## src/rtl/ysyx_25030093_lsu_if.sv

```systemverilog
// Memory-side valid/ready bus between the LSU (master) and the data memory (slave).
// Separate request and response handshakes allow arbitrarily long bus stalls.
interface ysyx_25030093_lsu_if #(
  parameter int ADDR_W = 32,
  parameter int DATA_W = 32
);
  logic                  req_valid;
  logic                  req_ready;
  logic [ADDR_W-1:0]     addr;
  logic                  wen;
  logic [DATA_W-1:0]     wdata;
  logic [DATA_W/8-1:0]   wstrb;
  logic                  rsp_valid;
  logic                  rsp_ready;
  logic [DATA_W-1:0]     rdata;

  modport master (
    output req_valid, addr, wen, wdata, wstrb, rsp_ready,
    input  req_ready, rsp_valid, rdata
  );

  modport slave (
    input  req_valid, addr, wen, wdata, wstrb, rsp_ready,
    output req_ready, rsp_valid, rdata
  );
endinterface

```

## src/rtl/ysyx_25030093_lsu.sv

```systemverilog
// Multi-cycle load/store unit: one bus access per request, with alignment checks,
// store lane replication and load extraction/extension.
module ysyx_25030093_lsu #(
  parameter int ADDR_W = 32,
  parameter int DATA_W = 32
) (
  input  logic              clk,
  input  logic              rst,
  input  logic              req_valid,
  output logic              req_ready,
  input  logic              req_wen,
  input  logic [1:0]        req_size,
  input  logic              req_signed,
  input  logic [ADDR_W-1:0] req_addr,
  input  logic [DATA_W-1:0] req_wdata,
  output logic              resp_valid,
  output logic [DATA_W-1:0] resp_rdata,
  output logic              resp_err,
  ysyx_25030093_lsu_if.master mem
);

  typedef enum logic [1:0] {IDLE, REQ, WAIT, DONE} state_t;

  state_t state, state_n;

  logic              wen_q;
  logic [1:0]        size_q;
  logic              signed_q;
  logic [1:0]        lane_q;
  logic [ADDR_W-1:0] bus_addr_q;
  logic              bus_wen_q;
  logic [DATA_W-1:0] bus_wdata_q;
  logic [3:0]        bus_wstrb_q;
  logic [DATA_W-1:0] rdata_q;
  logic              err_q;

  logic              misaligned;
  logic [DATA_W-1:0] store_data;
  logic [3:0]        store_strb;
  logic [DATA_W-1:0] shifted;
  logic [DATA_W-1:0] load_data;

  assign misaligned = (req_size == 2'd3)
                    | ((req_size == 2'd1) & req_addr[0])
                    | ((req_size == 2'd2) & (|req_addr[1:0]));

  // Stores replicate the datum across all lanes; the strobe selects the real bytes.
  always_comb begin
    store_data = '0;
    store_strb = 4'b0000;
    if (req_wen) begin
      case (req_size)
        2'd0: begin
          store_data = {4{req_wdata[7:0]}};
          store_strb = 4'b0001 << req_addr[1:0];
        end
        2'd1: begin
          store_data = {2{req_wdata[15:0]}};
          store_strb = 4'b0011 << req_addr[1:0];
        end
        default: begin
          store_data = req_wdata;
          store_strb = 4'b1111;
        end
      endcase
    end
  end

  assign shifted = mem.rdata >> {lane_q, 3'b000};

  always_comb begin
    load_data = shifted;
    case (size_q)
      2'd0:    load_data = signed_q ? {{24{shifted[7]}}, shifted[7:0]}
                                    : {24'd0, shifted[7:0]};
      2'd1:    load_data = signed_q ? {{16{shifted[15]}}, shifted[15:0]}
                                    : {16'd0, shifted[15:0]};
      default: load_data = shifted;
    endcase
  end

  always_ff @(posedge clk) begin
    if (rst) state <= IDLE;
    else     state <= state_n;
  end

  always_comb begin
    state_n       = state;
    req_ready     = 1'b0;
    resp_valid    = 1'b0;
    mem.req_valid = 1'b0;
    mem.rsp_ready = 1'b0;
    case (state)
      IDLE: begin
        req_ready = 1'b1;
        if (req_valid) state_n = misaligned ? DONE : REQ;
      end
      REQ: begin
        mem.req_valid = 1'b1;
        if (mem.req_ready) state_n = WAIT;
      end
      WAIT: begin
        mem.rsp_ready = 1'b1;
        if (mem.rsp_valid) state_n = DONE;
      end
      DONE: begin
        resp_valid = 1'b1;
        state_n    = IDLE;
      end
      default: state_n = IDLE;
    endcase
  end

  // Bus fields are loaded at acceptance so they stay stable through any REQ stall.
  always_ff @(posedge clk) begin
    if (rst) begin
      wen_q       <= 1'b0;
      size_q      <= 2'd0;
      signed_q    <= 1'b0;
      lane_q      <= 2'd0;
      bus_addr_q  <= '0;
      bus_wen_q   <= 1'b0;
      bus_wdata_q <= '0;
      bus_wstrb_q <= 4'b0000;
      rdata_q     <= '0;
      err_q       <= 1'b0;
    end else begin
      if (state == IDLE && req_valid) begin
        wen_q    <= req_wen;
        size_q   <= req_size;
        signed_q <= req_signed;
        lane_q   <= req_addr[1:0];
        if (misaligned) begin
          rdata_q <= '0;
          err_q   <= 1'b1;
        end else begin
          bus_addr_q  <= {req_addr[ADDR_W-1:2], 2'b00};
          bus_wen_q   <= req_wen;
          bus_wdata_q <= store_data;
          bus_wstrb_q <= store_strb;
        end
      end
      if (state == WAIT && mem.rsp_valid) begin
        rdata_q <= wen_q ? '0 : load_data;
        err_q   <= 1'b0;
      end
    end
  end

  assign mem.addr   = bus_addr_q;
  assign mem.wen    = bus_wen_q;
  assign mem.wdata  = bus_wdata_q;
  assign mem.wstrb  = bus_wstrb_q;
  assign resp_rdata = rdata_q;
  assign resp_err   = err_q;

endmodule

```

## src/flat_wrapper.sv

```systemverilog
// flat-port wrapper written by rule: the top's interface ports become plain ports
module ysyx_25030093_lsu_flat 
#(
  parameter int ADDR_W = 32,
  parameter int DATA_W = 32
)
  (clk, rst, req_valid, req_ready, req_wen, req_size, req_signed, req_addr, req_wdata, resp_valid, resp_rdata, resp_err, mem_req_valid, mem_addr, mem_wen, mem_wdata, mem_wstrb, mem_rsp_ready, mem_req_ready, mem_rsp_valid, mem_rdata);
  ysyx_25030093_lsu_if #(.ADDR_W(ADDR_W), .DATA_W(DATA_W)) mem_i ();
  input  logic clk;
  input  logic rst;
  input  logic req_valid;
  output logic req_ready;
  input  logic req_wen;
  input  logic [1:0] req_size;
  input  logic req_signed;
  input  logic [ADDR_W-1:0] req_addr;
  input  logic [DATA_W-1:0] req_wdata;
  output logic resp_valid;
  output logic [DATA_W-1:0] resp_rdata;
  output logic resp_err;
  output wire logic [$bits(mem_i.req_valid)-1:0] mem_req_valid;
  output wire logic [$bits(mem_i.addr)-1:0] mem_addr;
  output wire logic [$bits(mem_i.wen)-1:0] mem_wen;
  output wire logic [$bits(mem_i.wdata)-1:0] mem_wdata;
  output wire logic [$bits(mem_i.wstrb)-1:0] mem_wstrb;
  output wire logic [$bits(mem_i.rsp_ready)-1:0] mem_rsp_ready;
  input wire logic [$bits(mem_i.req_ready)-1:0] mem_req_ready;
  input wire logic [$bits(mem_i.rsp_valid)-1:0] mem_rsp_valid;
  input wire logic [$bits(mem_i.rdata)-1:0] mem_rdata;
  assign mem_req_valid = mem_i.req_valid;
  assign mem_addr = mem_i.addr;
  assign mem_wen = mem_i.wen;
  assign mem_wdata = mem_i.wdata;
  assign mem_wstrb = mem_i.wstrb;
  assign mem_rsp_ready = mem_i.rsp_ready;
  assign mem_i.req_ready = mem_req_ready;
  assign mem_i.rsp_valid = mem_rsp_valid;
  assign mem_i.rdata = mem_rdata;
  ysyx_25030093_lsu #(.ADDR_W(ADDR_W), .DATA_W(DATA_W)) u_core (.clk(clk), .rst(rst), .req_valid(req_valid), .req_ready(req_ready), .req_wen(req_wen), .req_size(req_size), .req_signed(req_signed), .req_addr(req_addr), .req_wdata(req_wdata), .resp_valid(resp_valid), .resp_rdata(resp_rdata), .resp_err(resp_err), .mem(mem_i));
endmodule
```

## config.mk

```make
export PLATFORM = sky130hd
export DESIGN_NAME = ysyx_25030093_lsu_flat
export DESIGN_NICKNAME = d
export VERILOG_FILES = /design/src/rtl/ysyx_25030093_lsu_if.sv /design/src/rtl/ysyx_25030093_lsu.sv /design/src/flat_wrapper.sv
export SDC_FILE = /design/constraint.sdc
export NUM_CORES = 1
export LEC_CHECK = 0
export CAP_MARGIN = 0
export CORE_MARGIN = 2
export CORE_UTILIZATION = 47
export CTS_BUF_LIST = sky130_fd_sc_hd__clkbuf_8
export DETAILED_ROUTE_END_ITERATION = 16
export GPL_TIMING_DRIVEN = 0
export PLACE_DENSITY = 0.88
export REMOVE_ABC_BUFFERS = 1
export SETUP_SLACK_MARGIN = 0.2
export SKIP_LAST_GASP = 1
export SYNTH_ARGS = -nofsm -noshare
export SYNTH_HDL_FRONTEND = slang
export SYNTH_SLANG_ARGS = --single-unit
export TNS_END_PERCENT = 10
```

## constraint.sdc

```tcl
create_clock -name clk -period 5.3 [get_ports clk]
set_input_delay 1.06 -clock clk [delete_from_list [all_inputs] [get_ports clk]]
set_output_delay 1.06 -clock clk [all_outputs]
set_load 0.03 [all_outputs]
```

---- After elaboration in Yosys (flattened, before gate mapping) ----
Cells that the tools add are included.
word-level totals
  register bits after elaboration ......... 108
  output and inout bits ................... 106
operators by class
  equality and inequality tests ........... 10
  bitwise operators ....................... 5
  reduce and logical (&&, ||, !) cells .... 13
  shifts and indexed selects .............. 3
  muxes and demuxes ....................... 20
operators with widths
  kind                   count
  $mux W32               7
  $pmux W32 S2           2
  $shr A32 B5 Y32        1
  $eq A2 B2 Y1 const B   4
  $mux W2                4
  $pmux W2 S4            1
  $pmux W4 S2            1
  $eq A2 B1 Y1 const B   3
  $logic_not A2 Y1       3
  $ne A2 B2 Y1 const B   3
  $reduce_and A2 Y1      3
  $mux W1                4
  $mux W4                1
  $reduce_bool A2 Y1     2
  $reduce_or A2 Y1       2
  $shl A1 B2 Y4 const A  1
  $shl A2 B2 Y4 const A  1
  $reduce_and A3 Y1      1
  $and A1 B1 Y1          2
  $logic_and A1 B1 Y1    2
  $or A1 B1 Y1           2
  $not A1 Y1             1

---- Logic depth before layout (Yosys ltp) ----
Gate-level depths: netlist (run 1).
  depth in word-level cells ............... 7
  mapped depth ............................ 8

---- Worst setup path before layout (run 1) ----
No wires, ideal clock.
  path kind ............................... in2reg
  from .................................... input port req_size[0]
  to ...................................... register u_core.bus_wdata_q[0], in the netlist u_core.mem.wdata[0]
  arrival time ............................ 2.269 ns
  setup slack ............................. 2.904 ns
  data required time ...................... 5.172 ns
  cell stages on the path ................. 8
  cells stage by stage .................... buf_6 > or3_1 > buf_6 > a21o_1 > buf_6 > buf_6 > a22oi_1 > nor2_1
on the way
  longest elaborated chain between the ends .. 6
  elaborated cells on any way between the ends .. 9
  those cells by class .................... eq/ne (3); bitwise (5); reduce/logical (1)
RTL lines
  item                           RTL line                  source
  start, declared                flat_wrapper.sv:14        input logic [1:0] req_size;
  $eq A2 B1 Y1                   ysyx_25030093_lsu.sv:44   | ((req_size == 2'd1) & req_addr[0])
  $and A1 B1 Y1                  ysyx_25030093_lsu.sv:44
  $or A1 B1 Y1                   ysyx_25030093_lsu.sv:44
  $or A1 B1 Y1 *                 ysyx_25030093_lsu.sv:45   | ((req_size == 2'd2) & (|req_addr[1:0]));
  $not A1 Y1 (no line) *         n/a
  $reduce_and A2 Y1 (no line) *  n/a
  end signal, assigned           ysyx_25030093_lsu.sv:139  bus_wdata_q <= store_data;
  end, declared                  ysyx_25030093_lsu.sv:32   logic [DATA_W-1:0] bus_wdata_q;
Mark *: on every way between the ends. The rest lies on a longest branch, timed or not.
A chain may end at the register's enable or synchronous reset.

---- Worst setup path after layout (run 1) ----
  from .................................... input port req_size[0]
  to ...................................... register u_core.rdata_q[14], in the netlist u_core.resp_rdata[14]
on the way
  longest elaborated chain between the ends .. 6
  elaborated cells on any way between the ends .. 9
  those cells by class .................... eq/ne (3); bitwise (4); reduce/logical (2)
RTL lines
  item                            RTL line                  source
  $eq A2 B1 Y1                    ysyx_25030093_lsu.sv:44
  $and A1 B1 Y1                   ysyx_25030093_lsu.sv:44
  $or A1 B1 Y1                    ysyx_25030093_lsu.sv:44
  $or A1 B1 Y1 *                  ysyx_25030093_lsu.sv:45
  $reduce_bool A2 Y1 (no line) *  n/a
  $reduce_and A2 Y1 (no line) *   n/a
  end signal, assigned            ysyx_25030093_lsu.sv:144  rdata_q <= wen_q ? '0 : load_data;
  end, declared                   ysyx_25030093_lsu.sv:34   logic [DATA_W-1:0] rdata_q;
Marks and branches as above.

==> results of run 1 <==
worst max-delay path: stages:
cell,delay (ns)
sky130_fd_sc_hd__clkdlybuf4s50_1,0.84
sky130_fd_sc_hd__or3_1,0.70
sky130_fd_sc_hd__a31oi_4,0.64
sky130_fd_sc_hd__nor2b_1,0.57
sky130_fd_sc_hd__a22o_1,0.24
sequential cells by signal, indices dropped and copies added (netlist names):
signal	cells
u_core.lane_q	2
u_core.resp_err	1
u_core.mem.wstrb	4
u_core.mem.addr	30
u_core.state	2
u_core.mem.wen	1
u_core.resp_rdata	32
u_core.wen_q	1
u_core.signed_q	1
u_core.size_q	2
u_core.mem.wdata	32
power by group through the flow:
stage	clock, mW	sequential (mW)	combinational (mW)
floorplan	0	1.06	0.337
global placement	0	0.960	0.740
detailed placement	0	0.965	0.774
CTS	0.525	0.947	0.779
global route	0.557	0.959	0.835
finish	0.518	0.948	0.777
Yosys cell counts (all sizes together):
| master | instances |
|---|---|
| a211oi | 1 |
| clkbuf | 18 |
| nand3 | 2 |
| o211ai | 1 |
| nor2b | 3 |
| o21bai | 1 |
| nand2 | 83 |
| mux2 | 24 |
| nor4b | 1 |
| nand2b | 4 |
| a21oi | 64 |
| nand3b | 2 |
| mux2i | 19 |
| and3 | 1 |
| or3 | 1 |
| buf | 25 |
| nor3b | 1 |
| inv | 5 |
| or2b | 1 |
| conb | 1 |
| dfxtp | 108 |
| a31oi | 3 |
| nor2 | 52 |
| nor3 | 1 |
| ha | 5 |
| o21ai | 19 |
| a21boi | 2 |
| mux4 | 8 |
| a222oi | 1 |
| a22o | 8 |
| a21o | 2 |
| and2 | 2 |
| a22oi | 57 |
| a311oi | 2 |
placed cells by master, fill, tap and decap left out, drive strengths merged, types with 3 or more instances in the layout:
master         instances
clkdlybuf4s50        207
dfxtp                108
nand2                 83
a21oi                 64
a22oi                 57
nor2                  52
mux2                  24
mux2i                 19
o21ai                 19
clkbuf                11
mux4                   8
a22o                   8
inv                    6
ha                     5
nand2b                 4
buf                    4
nor2b                  3
a31oi                  3
layout make-up:
cell class	count	area (µm²)	share of cell area
Clock inverter	5	51.3	0.00725
Timing Repair Buffer	211	2140	0.302
Multi-Input combinational cell	373	2390	0.338
Sequential cell	108	2160	0.306
Tap cell	133	166	0.0235
Inverter	5	18.8	0.00265
Clock buffer	11	151	0.0214
metal layers:
layer	GRT usage	vias up
met1	0.287	2192
met2	0.442	208
li1	-	2232
met3	0.0785	36
met5	0	-
met4	0.110	0
worst max path at each step:
stage / from / to / cells after the start
2_1_floorplan: req_addr[1] / u_core.mem.addr[10] / 4
3_3_place_gp: rst / u_core.resp_rdata[14] / 3
3_5_place_dp: req_size[0] / u_core.resp_rdata[11] / 5
4_1_cts: req_size[0] / u_core.resp_rdata[14] / 5
5_1_grt: req_size[0] / u_core.resp_rdata[14] / 5
6_report: req_size[0] / u_core.resp_rdata[14] / 5
kinds of logic after synthesis:
kind of cell    after synthesis  synth area share
fa+ha+maj                     5            0.0130
flops                       108             0.448
mux                          51             0.133
compound gates              161             0.215
simple gates                154             0.132
other cells                   1          0.000778
buf+inv                      48            0.0576
==> results.sh, run 1 <==
export IMPL_run_status="complete, no violations"
export IMPL_timing_critical_path_to_type="flop"
export IMPL_drt_pass1_iter_count=4
export IMPL_cts_tree="built"
export IMPL_fin_nets=818
export IMPL_synth_area_leader_cell="sky130_fd_sc_hd__dfxtp_1"
export IMPL_startpoint_type="primary input"
export IMPL_cts_hold_repair_buffers=0
export IMPL_place_ws_ns=1.23
export IMPL_yosys_register_bits=108
export IMPL_finalClockSkew_ns=0.00878
export IMPL_detail_route_wl_per_cell_um=17.0
export IMPL_fmax_ghz=0.267
export IMPL_final_max_slew_violation_count=0
export IMPL_net_switching_power_of_the_design_mw=0.777
export IMPL_ys_seq_area_frac=0.448
export IMPL_peakVddDrop_v=0.000189
export IMPL_fp_coreArea_um2=9860
export IMPL_dieWidth_um=105
export IMPL_dp_cells=830
export IMPL_cts_num_sinks=108
export IMPL_report_final_hold_viol_count=0
export IMPL_grt_pass1_vias=4583
export IMPL_io_buffers=208
export IMPL_r2r_end="u_core.resp_rdata[14]"
export IMPL_cp_arrival_ns=4.06
export IMPL_gr_total_overflow=0
export IMPL_power_combinational_fraction=0.346
export IMPL_n_antenna_cell=0
export IMPL_r2r_cells=6
export IMPL_number_of_warnings_printed_during_yosys_synthesis=0
export IMPL_die_height_um=105
export IMPL_min_period_ns=3.74
export IMPL_post_detailed_routing_wire_length_um=14300
export IMPL_path_clk_slew_ns=0.10
export IMPL_clock_path_buffers=2
export IMPL_synth_lib_cells_used_distinct=39
export IMPL_area_growth_syn_to_layout_pct=46.8
export IMPL_floorplan_initialDensity=0.489
export IMPL_worst_hold_path_endpoint="u_core.mem.addr[23]"
export IMPL_synth_cell_area_um2=4820
export IMPL_via_per_inst=5.52
export IMPL_final_core_util=0.718
export IMPL_std_cell_rows=36
export IMPL_p_per_area_nw_per_um2=317
export IMPL_placed_cell_area_um2=6880
export IMPL_route_vias_total=4668
export IMPL_clock_power_share=0.231
export IMPL_r2r_slack_ns=2.73
export IMPL_design_portCount=211
export IMPL_antenna_violations_before_repair=0
export IMPL_power_switching_fraction=0.346
export IMPL_actual_slew_at_the_worst_max_slew_pin_ns=1.20
export IMPL_post_cts_resized=0
export IMPL_antenna_violating_nets_remaining=0
export IMPL_grt_first_pass_wirelength_um=22900
export IMPL_cts_post_setup_buffers_inserted=0
export IMPL_clk_insertion_delay_late_ns=0.37
export IMPL_internal_power_mw=1.47
export IMPL_worst_hold_slack_across_all_endpoints_ns=0.461
export IMPL_grt_use_total=0.255
export IMPL_1st_iter_drt_viols=293
export IMPL_max_cap_violations=0
export IMPL_syn_inst=528
export IMPL_total_power_mw=2.24
export IMPL_p_leak_nw=2.48
export IMPL_synth_top_cells_by_area="sky130_fd_sc_hd__dfxtp_1 45%, sky130_fd_sc_hd__a22oi_1 8.9%, sky130_fd_sc_hd__a21oi_1 6.6%, sky130_fd_sc_hd__nand2_1 6.5%, sky130_fd_sc_hd__mux2_2 5.6%"
export IMPL_detailed_place_hpwl_um=10300
export IMPL_worstHoldStart="u_core.mem.addr[23]"
export IMPL_fin_crit_sh=0.706
export IMPL_timing_setup_critical_path_class="in -> reg"
export IMPL_post_route_worst_setup_slack_ns=1.56
export IMPL_clk_root_buffer_cell="sky130_fd_sc_hd__clkbuf_8"
export IMPL_grt_start_max_net_pins=78
export IMPL_min_path_type="reg -> reg"
export IMPL_r2r_start="u_core.state[0]"
export IMPL_cts_buffers_inserted=9
export IMPL_setup_viol=0
export IMPL_fillerInstances=706
export IMPL_wl_met2_um=7230
export IMPL_finalSetupTns_ns=0
export IMPL_die_area_um2=11100
export IMPL_cp_data_required_time_ns=5.62
export IMPL_pwr_share_seq=0.423
export IMPL_layout_drive_gt1_share=0.0799
export IMPL_met3WireLength_um=1250
export IMPL_hold_depth=2
export IMPL_avgSynthCellArea_um2=9.13
export IMPL_routabilityCongestion=0.890
export IMPL_highest_layer="met4"
export IMPL_post_route_cell_area_um2=7080
export IMPL_post_synth_top_area_fraction=0.448
export IMPL_worst_slew_margin_rel=0.195
export IMPL_final_instance_count_excl_fill=846
export IMPL_cts_htree_levels=3
export IMPL_drc_errors=0
export IMPL_crit_path_max_fanout=25
export IMPL_wirelength_met1_um=5440
export IMPL_grt_setup_unrepaired="false"
(Power assumes the default switching activity.)
==> run 2, diff against run 1 <==
CORE_UTILIZATION = 39   (was 47)
PLACE_DENSITY = 0.78   (was 0.88)
clock period = 3.32 ns   (was 5.3 ns; I/O delays follow)
==> run 2 against run 1 <==
Net effect:
- cell area rose by 0.69%
- sequential share of layout area is 0.21 points lower
- hold slack got worse by 0.0031 ns
- clock power grew 42%
- final cell count rose by 4.4%
- critical path depth is 1 higher
- global-route usage fell by 4.7 points
- non-clock buffer count fell by 1
- wire length grew 3.4%
- core utilization decreased by 13 points
- first-iteration DRC count is 5.1% higher
- critical path type unchanged
- largest cell class unchanged
- largest power group unchanged
- highest routed layer unchanged
==> results.sh, run 2 (synthesized netlist as in run 1, its figures left out) <==
export IMPL_mostFrequentLayoutCell="sky130_fd_sc_hd__clkdlybuf4s50_1"
export IMPL_grt_start_max_net_pins=93
export IMPL_dieWidth_um=115
export IMPL_cts_buffers_inserted=9
export IMPL_final_max_slew_violation_count=0
export IMPL_area_growth_syn_to_layout_pct=47.9
export IMPL_die_height_um=115
export IMPL_post_route_cell_area_um2=7130
export IMPL_p_per_area_nw_per_um2=492
export IMPL_routabilityCongestion=0.806
export IMPL_worst_slew_margin_rel=0.259
export IMPL_sequential_cell_area_um2=2160
export IMPL_grt_setup_unrepaired="false"
export IMPL_r2r_end="u_core.resp_rdata[23]"
export IMPL_min_path_type="reg -> reg"
export IMPL_r2r_cells=4
export IMPL_route_vias_total=4671
export IMPL_worst_hold_slack_across_all_endpoints_ns=0.458
export IMPL_clock_path_buffers=2
export IMPL_startpoint="req_size[0]"
export IMPL_crit_path_max_fanout=43
export IMPL_antenna_violations_before_repair=0
export IMPL_drc_errors=0
export IMPL_fin_crit_sh=0.840
export IMPL_p_leak_nw=2.48
export IMPL_clk_root_buffer_cell="sky130_fd_sc_hd__clkbuf_8"
export IMPL_cts_hold_repair_buffers=0
export IMPL_r2r_start="u_core.lane_q[0]"
export IMPL_worstHoldStart="u_core.mem.addr[3]"
export IMPL_cts_htree_levels=3
export IMPL_io_buffers=208
export IMPL_gr_total_overflow=0
export IMPL_cts_tree="built"
export IMPL_die_area_um2=13300
export IMPL_finalClockSkew_ns=0.00900
export IMPL_startpoint_type="primary input"
export IMPL_most_common_layout_cells="205 x sky130_fd_sc_hd__clkdlybuf4s50_1, 107 x sky130_fd_sc_hd__dfxtp_1, 83 x sky130_fd_sc_hd__nand2_1, 63 x sky130_fd_sc_hd__a21oi_1, 57 x sky130_fd_sc_hd__a22oi_1"
export IMPL_n_antenna_cell=0
export IMPL_peakVddDrop_v=0.000319
export IMPL_actual_slew_at_the_worst_max_slew_pin_ns=1.11
export IMPL_cts_num_sinks=108
export IMPL_antenna_violating_nets_remaining=0
export IMPL_1st_iter_drt_viols=308
export IMPL_finalSetupTns_ns=0
export IMPL_drt_pass1_iter_count=5
export IMPL_cp_data_required_time_ns=3.62
export IMPL_run_status="complete, no violations"
export IMPL_grt_pass1_vias=4331
export IMPL_via_per_inst=5.29
export IMPL_r2r_slack_ns=0.85
export IMPL_fp_coreArea_um2=12100
export IMPL_max_cap_violations=0
export IMPL_layout_drive_gt1_share=0.0853
export IMPL_std_cell_rows=40
export IMPL_fillerInstances=1069
export IMPL_timing_critical_path_to_type="flop"
export IMPL_grt_first_pass_wirelength_um=22000
export IMPL_clk_insertion_delay_late_ns=0.38
export IMPL_placed_cell_area_um2=6920
export IMPL_grt_use_total=0.208
export IMPL_floorplan_initialDensity=0.400
export IMPL_fmax_ghz=0.358
export IMPL_timing_setup_critical_path_class="in -> reg"
export IMPL_multiInputGateArea_um2=2440
export IMPL_design_portCount=211
export IMPL_detailed_place_hpwl_um=9950
export IMPL_cp_arrival_ns=3.09
export IMPL_setup_viol=0
export IMPL_post_detailed_routing_wire_length_um=14800
export IMPL_report_final_hold_viol_count=0
export IMPL_fin_nets=820
export IMPL_path_clk_slew_ns=0.09
export IMPL_min_period_ns=2.79
export IMPL_crit_end="u_core.mem.addr[24]"
export IMPL_detail_route_wl_per_cell_um=16.8
run 2: power breakdown:
group / internal (mW) / switching [mW]
sequential: 1.41 / 0.103
combinational: 0.549 / 0.718
clock: 0.286 / 0.448
total: 2.24 / 1.27
run 2: final cells by class:
type | count | share of cell area
Timing Repair Buffer | 210 | 0.298
Multi-Input combinational cell | 376 | 0.342
Tap cell | 168 | 0.0295
Clock inverter | 6 | 0.00456
Sequential cell | 108 | 0.303
Inverter | 5 | 0.00263
Clock buffer | 10 | 0.0193
run 2: timing repair:
item | 4_1_cts | 5_1_grt
gates resized for setup | 0 | 6
cloned | 1 | 2
setup endpoints to repair | 11 | 82
pin swaps | 2 | 2
buffers inserted | 0 | 0
run 2: per-layer routing:
| layer | global-route usage | routed length (µm) | part of all wire |
|---|---|---|---|
| met4 | 0.0683 | 244 | 0.016 |
| met5 | 0 | 0 | 0 |
| met3 | 0.0659 | 1190 | 0.080 |
| met2 | 0.358 | 7160 | 0.48 |
| met1 | 0.246 | 6240 | 0.42 |
run 2: metrics by stage:
stage,std cells,util,worst slack [ns],power [mW]
4_1_cts,881,0.588,0.0515,3.51
3_3_place_gp,862,0.569,-1.56,2.72
2_1_floorplan,486,-,0.704,2.23
5_1_grt,883,0.591,0.384,3.69
6_report,883,0.591,0.531,3.51
3_5_place_dp,864,0.573,-0.413,2.77
run 2: worst max-delay path: stages:
cell                             delay (ns)
sky130_fd_sc_hd__dlymetal6s2s_1        0.62
sky130_fd_sc_hd__a21o_1                0.65
sky130_fd_sc_hd__a21o_2                0.60
sky130_fd_sc_hd__buf_12                0.28
sky130_fd_sc_hd__nand2_1               0.09
sky130_fd_sc_hd__a21oi_1               0.15
run 2: how the worst min path moves through the flow:
stage,depth (start not counted),slack [ns],endpoint
final,2,0.46,u_core.mem.addr[3]
after global routing,2,0.48,u_core.mem.addr[7]
after CTS,2,0.46,u_core.mem.addr[3]
after detailed placement,2,0.45,u_core.mem.addr[3]
after global placement,2,0.44,u_core.mem.addr[29]
after floorplan,2,0.45,u_core.size_q[1]
